$ cat src/rtl/lcd_pkg.sv
// Shared definitions for the HD44780 write engine: FSM encoding, default
// bus timing (in clock cycles) and the instructions that need the long wait.
package lcd_pkg;

    typedef enum logic [2:0] {
        ST_IDLE,
        ST_SETUP,
        ST_EN_HI,
        ST_HOLD,
        ST_WAIT
    } lcd_state_e;

    localparam int T_SETUP_DEF     = 2;
    localparam int T_EN_DEF        = 25;
    localparam int T_HOLD_DEF      = 2;
    localparam int T_WAIT_DEF      = 2000;
    localparam int T_WAIT_LONG_DEF = 82000;
    localparam int FIFO_DEPTH_DEF  = 4;
    localparam int CNT_W_MIN       = 17;

    localparam logic [7:0] LCD_CLEAR = 8'h01;
    localparam logic [7:0] LCD_HOME  = 8'h02;

    // Clear and home are the only instructions with a multi-millisecond execution time.
    function automatic logic is_long_cmd(input logic rs, input logic [7:0] data);
        return !rs && ((data == LCD_CLEAR) || (data == LCD_HOME));
    endfunction

endpackage

$ cat src/rtl/lcd_if.sv
// Valid/ready write-request channel into the LCD write engine.
interface lcd_if;
    logic       cmd_valid;
    logic       cmd_ready;
    logic       cmd_rs;
    logic [7:0] cmd_data;

    modport master (output cmd_valid, output cmd_rs, output cmd_data, input cmd_ready);
    modport slave  (input cmd_valid, input cmd_rs, input cmd_data, output cmd_ready);
endinterface

$ cat src/rtl/lcd_cmd_fifo.sv
// Request queue for the LCD engine; pointers carry one extra bit so that a
// full queue and an empty queue have different encodings.
module lcd_cmd_fifo #(
    parameter int DEPTH = 4,
    parameter int WIDTH = 9
) (
    input  logic                   clk,
    input  logic                   rst,
    input  logic                   wr_en_i,
    input  logic [WIDTH-1:0]       wdata_i,
    output logic                   full_o,
    input  logic                   rd_en_i,
    output logic [WIDTH-1:0]       rdata_o,
    output logic                   empty_o,
    output logic [$clog2(DEPTH):0] count_o
);
    localparam int AW = $clog2(DEPTH);
    typedef logic [AW:0] ptr_t;

    ptr_t             wr_ptr_q, wr_ptr_d;
    ptr_t             rd_ptr_q, rd_ptr_d;
    logic [WIDTH-1:0] mem_q [DEPTH];
    logic             push, pop;

    assign full_o  = (wr_ptr_q[AW] != rd_ptr_q[AW]) && (wr_ptr_q[AW-1:0] == rd_ptr_q[AW-1:0]);
    assign empty_o = (wr_ptr_q == rd_ptr_q);
    assign count_o = wr_ptr_q - rd_ptr_q;
    assign push    = wr_en_i && !full_o;
    assign pop     = rd_en_i && !empty_o;
    assign rdata_o = mem_q[rd_ptr_q[AW-1:0]];

    always_comb begin
        wr_ptr_d = wr_ptr_q + ptr_t'(push);
        rd_ptr_d = rd_ptr_q + ptr_t'(pop);
    end

    always_ff @(posedge clk or posedge rst) begin
        if (rst) begin
            wr_ptr_q <= '0;
            rd_ptr_q <= '0;
        end else begin
            wr_ptr_q <= wr_ptr_d;
            rd_ptr_q <= rd_ptr_d;
        end
    end

    always_ff @(posedge clk) begin
        if (push) mem_q[wr_ptr_q[AW-1:0]] <= wdata_i;
    end

endmodule

$ cat src/rtl/lcd_write_engine.sv
// HD44780 write-only bus sequencer: queued {rs, data} requests are replayed
// as setup / enable-strobe / hold / execution-wait cycles from one down-counter.
module lcd_write_engine
    import lcd_pkg::*;
#(
    parameter int T_SETUP     = T_SETUP_DEF,
    parameter int T_EN        = T_EN_DEF,
    parameter int T_HOLD      = T_HOLD_DEF,
    parameter int T_WAIT      = T_WAIT_DEF,
    parameter int T_WAIT_LONG = T_WAIT_LONG_DEF,
    parameter int FIFO_DEPTH  = FIFO_DEPTH_DEF
) (
    input  logic       clk,
    input  logic       rst,
    lcd_if.slave       cmd,
    output logic       busy,
    output logic [7:0] lcd_data,
    output logic       lcd_rs,
    output logic       lcd_rw,
    output logic       lcd_en
);
    localparam int FIFO_AW = $clog2(FIFO_DEPTH);
    localparam int CNT_W   = ($clog2(T_WAIT_LONG + 1) > CNT_W_MIN) ? $clog2(T_WAIT_LONG + 1) : CNT_W_MIN;
    typedef logic [CNT_W-1:0] cnt_t;

    lcd_state_e       state_q, state_d;
    cnt_t             cnt_q, cnt_d;
    logic [7:0]       lcd_data_q, lcd_data_d;
    logic             lcd_rs_q, lcd_rs_d;
    logic             lcd_en_q, lcd_en_d;
    logic             fifo_full, fifo_empty, fifo_pop;
    logic [8:0]       fifo_head;
    logic [FIFO_AW:0] fifo_count;

    lcd_cmd_fifo #(
        .DEPTH (FIFO_DEPTH),
        .WIDTH (9)
    ) u_fifo (
        .clk     (clk),
        .rst     (rst),
        .wr_en_i (cmd.cmd_valid),
        .wdata_i ({cmd.cmd_rs, cmd.cmd_data}),
        .full_o  (fifo_full),
        .rd_en_i (fifo_pop),
        .rdata_o (fifo_head),
        .empty_o (fifo_empty),
        .count_o (fifo_count)
    );

    assign cmd.cmd_ready = !fifo_full;
    assign busy          = (fifo_count != '0) || (state_q != ST_IDLE);
    assign lcd_data      = lcd_data_q;
    assign lcd_rs        = lcd_rs_q;
    assign lcd_en        = lcd_en_q;
    assign lcd_rw        = 1'b0;

    // Each state loads the counter with its own duration and leaves when it reaches 1.
    always_comb begin
        state_d    = state_q;
        cnt_d      = cnt_q;
        lcd_data_d = lcd_data_q;
        lcd_rs_d   = lcd_rs_q;
        lcd_en_d   = lcd_en_q;
        fifo_pop   = 1'b0;
        case (state_q)
            ST_IDLE: begin
                if (!fifo_empty) begin
                    fifo_pop               = 1'b1;
                    {lcd_rs_d, lcd_data_d} = fifo_head;
                    cnt_d                  = cnt_t'(T_SETUP);
                    state_d                = ST_SETUP;
                end
            end
            ST_SETUP: begin
                if (cnt_q == cnt_t'(1)) begin
                    lcd_en_d = 1'b1;
                    cnt_d    = cnt_t'(T_EN);
                    state_d  = ST_EN_HI;
                end else begin
                    cnt_d = cnt_q - cnt_t'(1);
                end
            end
            ST_EN_HI: begin
                if (cnt_q == cnt_t'(1)) begin
                    lcd_en_d = 1'b0;
                    cnt_d    = cnt_t'(T_HOLD);
                    state_d  = ST_HOLD;
                end else begin
                    cnt_d = cnt_q - cnt_t'(1);
                end
            end
            ST_HOLD: begin
                if (cnt_q == cnt_t'(1)) begin
                    cnt_d   = is_long_cmd(lcd_rs_q, lcd_data_q) ? cnt_t'(T_WAIT_LONG) : cnt_t'(T_WAIT);
                    state_d = ST_WAIT;
                end else begin
                    cnt_d = cnt_q - cnt_t'(1);
                end
            end
            ST_WAIT: begin
                if (cnt_q == cnt_t'(1)) begin
                    cnt_d   = '0;
                    state_d = ST_IDLE;
                end else begin
                    cnt_d = cnt_q - cnt_t'(1);
                end
            end
            default: begin
                cnt_d    = '0;
                lcd_en_d = 1'b0;
                state_d  = ST_IDLE;
            end
        endcase
    end

    always_ff @(posedge clk or posedge rst) begin
        if (rst) begin
            state_q    <= ST_IDLE;
            cnt_q      <= '0;
            lcd_data_q <= 8'h00;
            lcd_rs_q   <= 1'b0;
            lcd_en_q   <= 1'b0;
        end else begin
            state_q    <= state_d;
            cnt_q      <= cnt_d;
            lcd_data_q <= lcd_data_d;
            lcd_rs_q   <= lcd_rs_d;
            lcd_en_q   <= lcd_en_d;
        end
    end

endmodule

$ cat src/flat_wrapper.sv
// flat-port wrapper written by rule: the top's interface ports become plain ports
module lcd_write_engine_flat import lcd_pkg::*;
#(
    parameter int T_SETUP     = T_SETUP_DEF,
    parameter int T_EN        = T_EN_DEF,
    parameter int T_HOLD      = T_HOLD_DEF,
    parameter int T_WAIT      = T_WAIT_DEF,
    parameter int T_WAIT_LONG = T_WAIT_LONG_DEF,
    parameter int FIFO_DEPTH  = FIFO_DEPTH_DEF
)
  (clk, rst, busy, lcd_data, lcd_rs, lcd_rw, lcd_en, cmd_cmd_valid, cmd_cmd_rs, cmd_cmd_data, cmd_cmd_ready);
  lcd_if cmd_i ();
  input  logic clk;
  input  logic rst;
  output logic busy;
  output logic [7:0] lcd_data;
  output logic lcd_rs;
  output logic lcd_rw;
  output logic lcd_en;
  input wire logic [$bits(cmd_i.cmd_valid)-1:0] cmd_cmd_valid;
  input wire logic [$bits(cmd_i.cmd_rs)-1:0] cmd_cmd_rs;
  input wire logic [$bits(cmd_i.cmd_data)-1:0] cmd_cmd_data;
  output wire logic [$bits(cmd_i.cmd_ready)-1:0] cmd_cmd_ready;
  assign cmd_i.cmd_valid = cmd_cmd_valid;
  assign cmd_i.cmd_rs = cmd_cmd_rs;
  assign cmd_i.cmd_data = cmd_cmd_data;
  assign cmd_cmd_ready = cmd_i.cmd_ready;
  lcd_write_engine #(.T_SETUP(T_SETUP), .T_EN(T_EN), .T_HOLD(T_HOLD), .T_WAIT(T_WAIT), .T_WAIT_LONG(T_WAIT_LONG), .FIFO_DEPTH(FIFO_DEPTH)) u_core (.clk(clk), .rst(rst), .cmd(cmd_i), .busy(busy), .lcd_data(lcd_data), .lcd_rs(lcd_rs), .lcd_rw(lcd_rw), .lcd_en(lcd_en));
endmodule
$ cat config.mk
export PLATFORM = sky130hd
export DESIGN_NAME = lcd_write_engine_flat
export DESIGN_NICKNAME = d
export VERILOG_FILES = /design/src/rtl/lcd_pkg.sv /design/src/rtl/lcd_if.sv /design/src/rtl/lcd_cmd_fifo.sv /design/src/rtl/lcd_write_engine.sv /design/src/flat_wrapper.sv
export SDC_FILE = /design/constraint.sdc
export NUM_CORES = 1
export LEC_CHECK = 0
export CELL_PAD_IN_SITES_DETAIL_PLACEMENT = 1
export CELL_PAD_IN_SITES_GLOBAL_PLACEMENT = 1
export CORE_ASPECT_RATIO = 2
export CORE_MARGIN = 4
export CORE_UTILIZATION = 25
export DETAILED_ROUTE_END_ITERATION = 7
export GPL_TIMING_DRIVEN = 0
export PLACE_DENSITY_LB_ADDON = 0.1
export RECOVER_POWER = 50
export SLEW_MARGIN = 20
export SYNTH_ARGS = -nofsm -noshare
export SYNTH_HDL_FRONTEND = slang
export SYNTH_SLANG_ARGS = --single-unit
$ cat constraint.sdc
create_clock -name clk -period 3.02 [get_ports clk]
set_input_delay 0.604 -clock clk [delete_from_list [all_inputs] [get_ports clk]]
set_output_delay 0.604 -clock clk [all_outputs]
set_load 0.03 [all_outputs]
==> summary.md <==
| Metric | Value |
|---|---|
| Rows | 60 |
| Hold crit path type | reg -> reg |
| Total CTS buffers | 9 |
| Final Setup Violations | 0 |
| Hold Vio Cnt, Final | 0 |
| Detail Route Antenna Nets | 0 |
| Final Cycle Share | 0.935 |
| Hold WS | 485 ps |
| Clock Sinks | 72 |
| Synth Cell Area | 3400 um^2 |
| Final instance area | 4140 um^2 |
| Starting Density | 0.254 |
| GPL Wtd Cong | about 0.75 |
| Worst Setup EP | cmd_cmd_ready |
| CP arrival | 2220 ps |
| Ratio of cells with drive above 1 in the final layout | 0.182 |
| Tightest Pin Transition | 1160 ps |
| Pleak | ~0.0016 uW |
| Mux cell area share after synthesis | 0.0957 |
| H-tree lvl count | 3 |
| Max Buffers Root-to-Sink | 2 |
| Final worst slack | 195 ps |
| Dpl ws | -215 ps |
| Met2 Use GR | 0.246 |
| Drt via density | approximately 4.8 |
| Critical hold path startpoint | u_core.u_fifo.rd_ptr_q[2]$_DFF_PP0_ |
| First-pass GRT wire length | 14,400 um |
| Max Cap Viol | 0 |
| Post-Synth Simple-Gate Area | 0.139 |
| Avg Synthesized Cell Area | 12.7 um^2 |
| Slew HR | 0.229 |
| P&R area growth vs syn | 21.8% |
| Number of global-route vias before repair | 2,600 |
| Routed WL | 8830 um |
| Synth Area in XOR/XNOR | 0.0283 |
| Skew-Pair Late Insertion Delay | 330 ps |
| Post-place instance area | 3850 um^2 |
| GR peak layer | met2 |
| Syn nets | just under 300 |
| Worst Skew | 7.12 ps |
| Post-layout min period | 2820 ps |
| Synth Area in Adders | 0.0353 |
| FF-to-FF End | u_core.u_fifo.mem_q[3][1]$_DFFE_PP_ |
| Count of pins over their slew limit | 0 |
| Peak VDD IR | 0.000425 V |
| Main combinational cell family by area after synthesis | simple AND/OR/NAND/NOR gates |
| Prevailing post-synth register cell | edfxtp_1 |
| Reg clk slew, reported paths | 60 ps |
| Status | completed |
| Layout Nets | 324 |
| Post-detail-place hpwl | between 6000 and 7000 um |
| Ys async rst share | 0.500 |
| Drt drc | 0 |
| Seq cells post-synth | 72 |
| FF-to-FF setup slack | 380 ps |
| Global Route Usage Sum | 0.122 |
| Core Box Area | between 10,000 and 15,000 um^2 |
| Postcts setup bufs | 0 |
| Critical path startpoint | u_core.u_fifo.rd_ptr_q[1]$_DFF_PP0_ |
| Clk root buf | clkbuf_16 |
| M1 GR Usage | 0.117 |
| CP Class | reg -> out |
| CTS tree | yes |
| Vias post-DR | roughly 2,200 |
| Reg2reg path depth | 7 |
| Utilization after layout | 0.310 |
| Sequential area share after synthesis | 0.583 |
| Critical Path End Type | output pin |
| Most frequent cells in the layout | 36 x dfrtp_1, 36 x edfxtp_1, 21 x nand2_1, 17 x nor2_1, 15 x dlygate4sd3_1 |
| Number of synthesis warnings | 0 |
| I/O Buffers | 23 |
| RSZ-0062 raised after global routing | no |
| Initial antenna violation count | 0 |
| Global route overflow | 0 |
| Crit path max fanout | 10 |
| Req. time, crit path | 2420 ps |
| Largest net degree at the start of global routing | 20 |
| Hold_buf cts | 0 |
| N_diodes | 0 |
| Detailed Routing Iterations Pass 1 | 4 |
| Die boundary height | 173 um |
| Power per standard cell area | roughly 1200 nW/um^2 |
| EDFF count, synth | 36 |
| Hold depth | 1 |
| R2R Path Start | u_core.u_fifo.rd_ptr_q[1]$_DFF_PP0_ |
| Total Die Area | 15,600 um^2 |
| Compound-cell area share of the yosys netlist | 0.0869 |
| Synth cell types | approximately 60 |
| Mapped Cells | 268 |
| Die Wd | 90.5 um |
| I/O pins | 25 |
| Iteration-0 DRC Markers | 71 |
| Routed len/inst | about 19 um |
| Startpoint Class | flip-flop |
| Fmax | 0.354 GHz |
| GR Layer Usage met3 | 0.0222 |
registers in the layout (all words and copies together), names as in the netlist:
register,count
u_core.cnt_q,17
u_core.u_fifo.wr_ptr_q,3
u_core.state_q,3
u_core.u_fifo.rd_ptr_q,3
u_core.lcd_en,1
u_core.u_fifo.mem_q,36
u_core.lcd_rs,1
u_core.lcd_data,8
per-layer routing:
metal,vias up,wire (um)
li1,1063,-
met1,1112,3090
met2,36,5360
met3,10,167
met4,0,213
met5,-,0
how the worst min path moves through the flow:
stage,endpoint,slack (ps)
detailed placement,u_core.u_fifo.rd_ptr_q[2]$_DFF_PP0_,480
floorplan,u_core.u_fifo.wr_ptr_q[2]$_DFF_PP0_,460
global placement,u_core.u_fifo.rd_ptr_q[2]$_DFF_PP0_,480
finish,u_core.u_fifo.rd_ptr_q[2]$_DFF_PP0_,480
global route,u_core.u_fifo.rd_ptr_q[2]$_DFF_PP0_,520
CTS,u_core.u_fifo.rd_ptr_q[2]$_DFF_PP0_,490
area by class of cell:
| class | count | area [um^2] |
|---|---|---|
| buffer | 11 | 61.3 |
| multi-input combinational | 173 | 1320 |
| fill | 1484 | 9220 |
| sequential | 72 | 1980 |
| timing repair buffer | 24 | 236 |
| clock buffer | 9 | 225 |
| tap | 155 | 194 |
| clock inverter | 7 | 80.1 |
| inverter | 12 | 45.0 |
cells in the mapped netlist (6+ instances only):
library cell / count / share of area
mux4_2: 9 / 0.060
nor2_1: 17 / 0.019
a21oi_1: 6 / 0.0088
inv_1: 12 / 0.013
ha_1: 8 / 0.029
nand2_1: 21 / 0.023
nand3_1: 9 / 0.013
edfxtp_1: 36 / 0.32
dfrtp_1: 36 / 0.26
mux2_2: 10 / 0.033
nor3_1: 11 / 0.016
o21ai_0: 14 / 0.021
xnor2_1: 6 / 0.015
worst max-delay path: stages (launching register included):
cell	delay, ps
dfrtp_1	400
clkbuf_2	330
inv_1	80
ha_1	300
nand3_1	100
clkdlybuf4s50_1	680
what timing repair did:
item	4_1_cts	5_1_grt
endpoints found under the setup margin	21	1
pin swaps	0	0
resized for setup	2	1
where the power goes:
group | total [uW] | switching, uW | internal [uW]
combinational | 2150 | 1240 | 908
clock | 1100 | 447 | 650
sequential | 1610 | 231 | 1380
total | 4860 | 1920 | 2940
kinds of logic after synthesis:
kind of cell,Yosys count
AOI/OAI and AO/OA,45
xor gates and xnor gates,11
adders and majority gates,9
buffers and inverters,23
DFF,72
muxes,20
other,1
and+or+nand+nor,87
per-stage QoR:
| step | total power (uW) | instances | setup TNS (ps) |
|---|---|---|---|
| floorplan | 3130 | 268 | 0 |
| global placement | 3830 | 446 | -319 |
| detailed placement | 3870 | 447 | -442 |
| CTS | 5010 | 463 | 0 |
| global route | 5250 | 463 | 0 |
| finish | 4860 | 463 | 0 |
No activity file was read; power rests on OpenSTA's default activity.
